<file path="config.mk">
export PLATFORM = sky130hd
export DESIGN_NAME = grid_step_scheduler
export DESIGN_NICKNAME = d
export VERILOG_FILES = /design/src/rtl/grid_step_scheduler.sv
export SDC_FILE = /design/constraint.sdc
export NUM_CORES = 1
export LEC_CHECK = 0
export ABC_AREA = 1
export CAP_MARGIN = 20
export CELL_PAD_IN_SITES_DETAIL_PLACEMENT = 1
export CELL_PAD_IN_SITES_GLOBAL_PLACEMENT = 1
export CORE_MARGIN = 4
export CORE_UTILIZATION = 29
export DETAILED_ROUTE_END_ITERATION = 16
export PLACE_DENSITY = 0.9
export SLEW_MARGIN = 20
export SYNTH_ARGS = -nofsm -noshare
export SYNTH_HDL_FRONTEND = slang
export SYNTH_SLANG_ARGS = --single-unit
</file>
<file path="constraint.sdc">
create_clock -name i_clk_50 -period 1.8 [get_ports i_clk_50]
set_input_delay 0.36 -clock i_clk_50 [delete_from_list [all_inputs] [get_ports i_clk_50]]
set_output_delay 0.36 -clock i_clk_50 [all_outputs]
set_load 0.02 [all_outputs]
</file>
<file path="src/rtl/grid_step_scheduler.sv">
// -----------------------------------------------------------------------------
// grid_step_scheduler
//
// Sequences the heat-grid column array and the pixel-memory writer. Each frame
// issues steps_per_frame solver steps (col_start pulse, guard window, wait for
// all col_done flags), then scans every node, colour-maps its amplitude to an
// RGB332 pixel and writes it to pixel memory through a request/ack handshake.
//
// Ports:
//   i_clk_50            system clock
//   i_reset             synchronous, active-high reset
//   i_run               level, free-running frames while high
//   i_single_step       pulse, runs exactly one frame when idle
//   i_steps_per_frame   solver steps per frame (0 behaves as 1)
//   i_col_done          per-column completion flags (level)
//   o_col_start         one-cycle step pulse to all columns
//   o_rd_index          node select into the column output mux
//   i_node_val          signed node amplitude selected by o_rd_index
//   o_mem_write         pixel write request
//   o_mem_addr          pixel address
//   o_mem_data          RGB332 pixel
//   i_mem_ack           write accepted
//   o_frame_done        one-cycle pulse after the last pixel is acked
//   o_busy              high in every state except IDLE
//   o_step_count        solver steps issued since reset (wraps)
//
// DONE_GUARD and RD_LAT must both be at least 1.
// -----------------------------------------------------------------------------
module grid_step_scheduler #(
    parameter int NCOL       = 64,
    parameter int IDX_W      = 6,
    parameter int DONE_GUARD = 2,
    parameter int RD_LAT     = 1
) (
    input  logic              i_clk_50,
    input  logic              i_reset,
    input  logic              i_run,
    input  logic              i_single_step,
    input  logic [7:0]        i_steps_per_frame,
    input  logic [NCOL-1:0]   i_col_done,
    output logic              o_col_start,
    output logic [IDX_W-1:0]  o_rd_index,
    input  logic [31:0]       i_node_val,
    output logic              o_mem_write,
    output logic [IDX_W-1:0]  o_mem_addr,
    output logic [7:0]        o_mem_data,
    input  logic              i_mem_ack,
    output logic              o_frame_done,
    output logic              o_busy,
    output logic [15:0]       o_step_count
);

    typedef enum logic [2:0] {
        S_IDLE,
        S_START,
        S_GUARD,
        S_WAIT_DONE,
        S_SCAN,
        S_MAP,
        S_WRITE,
        S_FRAME
    } state_t;

    state_t             r_state;
    logic [7:0]         r_steps_left;
    logic [7:0]         r_cnt;          // shared GUARD / SCAN wait counter
    logic [IDX_W-1:0]   r_index;
    logic               r_col_start;
    logic [IDX_W-1:0]   r_rd_index;
    logic               r_mem_write;
    logic [IDX_W-1:0]   r_mem_addr;
    logic [7:0]         r_mem_data;
    logic               r_frame_done;
    logic               r_busy;
    logic [15:0]        r_step_count;

    logic               w_all_done;
    logic               w_last_pix;
    logic [7:0]         w_steps_load;

    assign w_all_done   = &i_col_done;
    assign w_last_pix   = (r_index == IDX_W'(NCOL - 1));
    assign w_steps_load = (i_steps_per_frame == 8'd0) ? 8'd1 : i_steps_per_frame;

    // Amplitude bands, signed, highest band first.
    function automatic logic [7:0] f_cmap(input logic [31:0] v);
        logic signed [31:0] sv;
        sv = $signed(v);
        if      (sv >= 32'sh3000_0000)    return 8'hE0;
        else if (sv >= 32'sh2000_0000)    return 8'hE8;
        else if (sv >= 32'sh1000_0000)    return 8'hCD;
        else if (sv >= 32'sh0000_0000)    return 8'h00;
        else if (sv >= -32'sh1000_0000)   return 8'h77;
        else if (sv >= -32'sh2000_0000)   return 8'hF8;
        else if (sv >= -32'sh3000_0000)   return 8'hE3;
        else                              return 8'hFF;
    endfunction

    always_ff @(posedge i_clk_50) begin
        if (i_reset) begin
            r_state      <= S_IDLE;
            r_steps_left <= '0;
            r_cnt        <= '0;
            r_index      <= '0;
            r_col_start  <= 1'b0;
            r_rd_index   <= '0;
            r_mem_write  <= 1'b0;
            r_mem_addr   <= '0;
            r_mem_data   <= '0;
            r_frame_done <= 1'b0;
            r_busy       <= 1'b0;
            r_step_count <= '0;
        end else begin
            // single-cycle pulses default low
            r_col_start  <= 1'b0;
            r_frame_done <= 1'b0;
            case (r_state)
                S_IDLE: begin
                    // run and single_step together still give one START
                    if (i_run || i_single_step) begin
                        r_steps_left <= w_steps_load;
                        r_state      <= S_START;
                        r_col_start  <= 1'b1;
                        r_step_count <= r_step_count + 16'd1;
                        r_busy       <= 1'b1;
                    end
                end
                S_START: begin
                    r_cnt   <= 8'(DONE_GUARD - 1);
                    r_state <= S_GUARD;
                end
                S_GUARD: begin
                    // stale col_done from the previous step is ignored here
                    if (r_cnt == 8'd0) r_state <= S_WAIT_DONE;
                    else               r_cnt   <= r_cnt - 8'd1;
                end
                S_WAIT_DONE: begin
                    if (w_all_done) begin
                        r_steps_left <= r_steps_left - 8'd1;
                        if (r_steps_left == 8'd1) begin
                            r_index    <= '0;
                            r_rd_index <= '0;
                            r_cnt      <= 8'(RD_LAT - 1);
                            r_state    <= S_SCAN;
                        end else begin
                            r_col_start  <= 1'b1;
                            r_step_count <= r_step_count + 16'd1;
                            r_state      <= S_START;
                        end
                    end
                end
                S_SCAN: begin
                    if (r_cnt == 8'd0) r_state <= S_MAP;
                    else               r_cnt   <= r_cnt - 8'd1;
                end
                S_MAP: begin
                    r_mem_data  <= f_cmap(i_node_val);
                    r_mem_addr  <= r_index;
                    r_mem_write <= 1'b1;
                    r_state     <= S_WRITE;
                end
                S_WRITE: begin
                    // request stays fully stable until ack is sampled
                    if (i_mem_ack) begin
                        r_mem_write <= 1'b0;
                        if (w_last_pix) begin
                            r_frame_done <= 1'b1;
                            r_state      <= S_FRAME;
                        end else begin
                            r_index    <= r_index + IDX_W'(1);
                            r_rd_index <= r_index + IDX_W'(1);
                            r_cnt      <= 8'(RD_LAT - 1);
                            r_state    <= S_SCAN;
                        end
                    end
                end
                S_FRAME: begin
                    // run is only looked at here, so a frame always completes
                    if (i_run) begin
                        r_steps_left <= w_steps_load;
                        r_col_start  <= 1'b1;
                        r_step_count <= r_step_count + 16'd1;
                        r_state      <= S_START;
                    end else begin
                        r_busy  <= 1'b0;
                        r_state <= S_IDLE;
                    end
                end
                default: begin
                    r_busy  <= 1'b0;
                    r_state <= S_IDLE;
                end
            endcase
        end
    end

    assign o_col_start  = r_col_start;
    assign o_rd_index   = r_rd_index;
    assign o_mem_write  = r_mem_write;
    assign o_mem_addr   = r_mem_addr;
    assign o_mem_data   = r_mem_data;
    assign o_frame_done = r_frame_done;
    assign o_busy       = r_busy;
    assign o_step_count = r_step_count;

endmodule

</file>
==> flow_summary.rst <==
.. list-table::
   :header-rows: 1

   * - Metric
     - Value
   * - Result of the run
     - finished, violations left
   * - Violations in the final reports
     - setup timing
   * - Number of storage elements in the synthesis netlist
     - 59
   * - Origin of the worst setup path
     - r_cnt[0]
   * - Share of synthesized registers carrying an async set or reset
     - 0%
   * - Count of non-filler cells in the finished layout
     - 887
   * - Via count
     - 4509
   * - WL final
     - 16100 µm
   * - Worst setup timing slack at the placement stage
     - -0.359 ns
   * - Critical Path Max Stage Delay
     - 0.35 ns
   * - Adder and majority cell fraction of the synthesized area
     - 1.74%
   * - Slew of the pin with the lowest slew margin
     - 0.644 ns
   * - Bufs and invs on worst path
     - 2
   * - TritonCTS buffer count
     - 9
   * - Number of I/O port buffers
     - 120
   * - Final Hold Slack
     - 0.464 ns
   * - Static Leak
     - 2.96 nW
   * - Clk slew on worst S/H paths
     - 0.06 ns
   * - Vias per std cell
     - 5.08
   * - Avg Synthesized Cell Area
     - 6.39 µm²
   * - Setup repair after global routing missed its margin
     - true
   * - Crit-path cells
     - inv_2, ha_2, nand2_1, nor2_1, o21ai_1, nand2_1, nor2_4, buf_6, nand4_1, nand2_1, nor2_1
   * - Routed wirelength normalized by instance count
     - 18.1 µm
   * - CP max-delay cell
     - dfxtp_2
   * - Post-synth cell types
     - 32
   * - First drt pass iteration count
     - 4
   * - Design area
     - 5870 µm²
   * - Post-route clock skew
     - 0.00785 ns
   * - Worst setup EP type
     - register
   * - Overall Global Routing Usage
     - 19.8%
   * - I/O pin total
     - 149
   * - Fillcell total
     - 1496
   * - Number of remaining DRC errors
     - 0
   * - Required time reported for the critical path endpoint
     - 2.02 ns
   * - Tcrit/Tclk final
     - 103%
   * - H-tree Lvls
     - 3
   * - Maximum net fanout on the critical path
     - 7
   * - Main synth FF type
     - dfxtp_1
   * - Kind of start point of the critical path
     - register
   * - Global-route congestion overflow total
     - 0
   * - TritonCTS clock tree
     - built
   * - Setup-failing EPs final
     - 8
   * - Minimum clock period
     - 1.85 ns
   * - Net count of the mapped netlist
     - 676
   * - Power Dens Cells
     - 1200 nW/µm²
   * - Compound-cell area share of the yosys netlist
     - 11.6%
   * - Synth warnings
     - 0
   * - Dominant combinational cell family by area after synthesis
     - simple AND/OR/NAND/NOR gates
   * - Largest net degree at the start of global routing
     - 28
   * - Xor/xnor share of the synthesized area
     - 5.86%
   * - Wire length of the first global-routing pass
     - 23300 µm
   * - Critical setup path kind
     - reg2reg
   * - Kind of cell with the highest combined delay on the critical path
     - simple AND/OR/NAND/NOR gates
   * - Post-DP HPWL
     - 9890 µm
   * - Layout net count
     - 827
   * - Crit path top cell by count
     - nand2_1
   * - Maximum count of clock buffers along a single path
     - 2
   * - Initial antenna violation count
     - 1
   * - Die outline area
     - 14200 µm²
   * - Fin. Hold Viols
     - 0
   * - Worst slew margin relative to its limit
     - 56.7%
   * - Part of the Yosys area used for sequential elements
     - 32.9%
   * - Worst-skew pair later-pin latency
     - 0.34 ns
   * - Chip Height
     - 119 µm
   * - Ratio of cells with drive above 1 in the final layout
     - 14.6%
   * - Classification of the worst-slack hold path
     - reg2reg
   * - Simple-gate share of the synthesized area
     - 40.5%
   * - Post-Synthesis Cells
     - 562
   * - ANT nets after route
     - 0
   * - Launch instance of the worst register-to-register path
     - r_cnt[0]
   * - Start point of the worst min-delay path
     - o_mem_write
   * - Final core utilization
     - 48.7%
   * - Cell Area, Synth
     - 3590 µm²
   * - Clock sink count
     - 59
   * - Number of instances in the placed design
     - 857
   * - Buffer type at the clock tree root
     - clkbuf_16
   * - Fmax
     - 0.539 GHz
   * - Hold buffer count at CTS
     - 0
   * - VDD IR-drop max
     - 0.000440 V
   * - Iteration-0 DRC count of the detailed router
     - 203
   * - Max-capacitance violation count
     - 0
   * - Std-Cell Core Area
     - 12100 µm²
   * - Fraction of synthesized area in multiplexers
     - 0%
   * - Width of the chip
     - 119 µm
   * - Least setup slack across all paths after layout
     - -0.0543 ns
   * - Area growth from synthesis to layout
     - 63.6%
   * - Count of flip-flops with a built-in enable after synthesis
     - 0
   * - Weighted congestion reported at the end of routability-driven placement
     - 0.921
   * - Dpl cell area
     - 5130 µm²
   * - Vias in the first global route
     - 4814
   * - Std-Cell Rows
     - 40
   * - Worst endpoint data arrival time
     - 2.08 ns
   * - Number of max-slew violations in the final report
     - 0
   * - Initial cell density of the core
     - 29.8%
==> cell usage after synthesis, types with 2 or more instances <==
| cell type | count | share of area [%] |
|---|---|---|
| o21ai_1 | 4 | 0.56 |
| buf_2 | 3 | 0.42 |
| dfxtp_1 | 59 | 33 |
| xnor2_1 | 6 | 1.5 |
| o21ai_0 | 23 | 3.2 |
| ha_1 | 5 | 1.7 |
| xor2_1 | 18 | 4.4 |
| clkbuf_1 | 10 | 1.0 |
| nand4_1 | 20 | 3.5 |
| nand3_2 | 2 | 0.56 |
| buf_6 | 2 | 0.63 |
| buf_4 | 2 | 0.42 |
| nor2_2 | 3 | 0.52 |
| nor3_1 | 8 | 1.1 |
| a21oi_1 | 52 | 7.3 |
| nor2_4 | 4 | 1.3 |
| nand2_1 | 152 | 16 |
| inv_2 | 5 | 0.52 |
| nand2_2 | 4 | 0.70 |
| nor2_1 | 88 | 9.2 |
| inv_1 | 40 | 4.2 |
| nand3_1 | 42 | 5.9 |
==> cells in the final DEF (no fill, tap or decap), types with 2 or more instances in the layout <==
cell | Yosys | routed
nor2_4 | 4 | 6
clkinv_4 | 0 | 3
buf_12 | 0 | 4
a21oi_1 | 52 | 51
clkdlybuf4s50_1 | 0 | 48
ha_1 | 5 | 4
dfxtp_2 | 0 | 5
clkbuf_16 | 0 | 9
bufinv_16 | 0 | 2
nand3_1 | 42 | 41
dlygate4sd2_1 | 0 | 3
inv_2 | 5 | 7
nand2_1 | 152 | 145
inv_1 | 40 | 38
buf_4 | 2 | 27
nor2_2 | 3 | 12
clkinv_2 | 1 | 2
o21ai_1 | 4 | 3
nand2_2 | 4 | 9
dlymetal6s2s_1 | 0 | 69
buf_6 | 2 | 4
nor3_1 | 8 | 7
nand3_2 | 2 | 4
nand4_1 | 20 | 20
nor2_1 | 88 | 77
nand2_4 | 1 | 3
dfxtp_1 | 59 | 54
o21ai_0 | 23 | 23
xor2_1 | 18 | 18
xnor2_1 | 6 | 6
==> worst min-delay path: stages, from the launching register on <==
cell     delay [ns]
dfxtp_1        0.31
nand2_1        0.06
a21oi_1        0.05
==> flip-flops by register name, summed over array words and instances (netlist names) <==
register	flops
o_mem_write	1
r_state	3
o_step_count	16
r_steps_left	8
o_mem_data	8
o_col_start	1
o_mem_addr	6
o_rd_index	6
r_cnt	8
o_busy	1
o_frame_done	1
==> metrics by stage <==
| step | power [mW] | TNS, ns |
|---|---|---|
| finish | 7.05 | -0.259 |
| global route | 7.44 | -2.42 |
| CTS | 6.60 | -0.0195 |
| detailed placement | 4.55 | -11.91 |
| global placement | 4.39 | -9.10 |
| floorplan | 3.52 | 0 |
==> per-layer routing <==
metal / wire length (µm) / up-vias / track usage, %
met2: 8690 / 111 / 37.4
met5: 0 / - / 0
met4: 717 / 0 / 8.47
li1: - / 2139 / -
met3: 508 / 52 / 3.47
met1: 6140 / 2207 / 21.3
==> layout make-up <==
type,count,area (µm²),share of cell area (%)
multi-input cells,441,2250,38.3
repair buffers,156,1730,29.4
flip-flops and latches,59,1190,20.2
clock buffers,9,225,3.84
well taps,168,210,3.58
inverters,46,174,2.96
clock inverters,7,100,1.71
diodes,1,2.50,0.0426
==> final timing paths <==
path                               endpoint  slack, ns  cells past startpoint
worst max-delay path               r_cnt[1]      -0.05                     11
worst min-delay path            o_mem_write       0.46                      2
worst max register to register     r_cnt[1]      -0.05                     11
worst min register to register  o_mem_write       0.46                      2
==> logic make-up (layout without fill, tap and decap cells) <==
group / count (synthesis) / count (layout)
AOI/OAI and AO/OA: 82 / 82
adders and majority gates: 5 / 5
buffers and inverters: 63 / 218
other: 0 / 1
xor gates and xnor gates: 24 / 24
and+or+nand+nor: 329 / 330
DFF: 59 / 59
==> what timing repair did <==
action / 4_1_cts / 5_1_grt
gates resized for setup: 8 / 104
setup endpoints to repair: 6 / 47
buffers inserted: 5 / 6
pin swaps: 6 / 62
gates cloned: 1 / 1
endpoints found under the hold margin: 0 / 0
==> where the power goes <==
group          internal (mW)  switching [mW]
clock                   1.22           0.694
combinational           1.36            2.00
sequential              1.54           0.237
No activity file was read; power rests on OpenSTA's default activity.
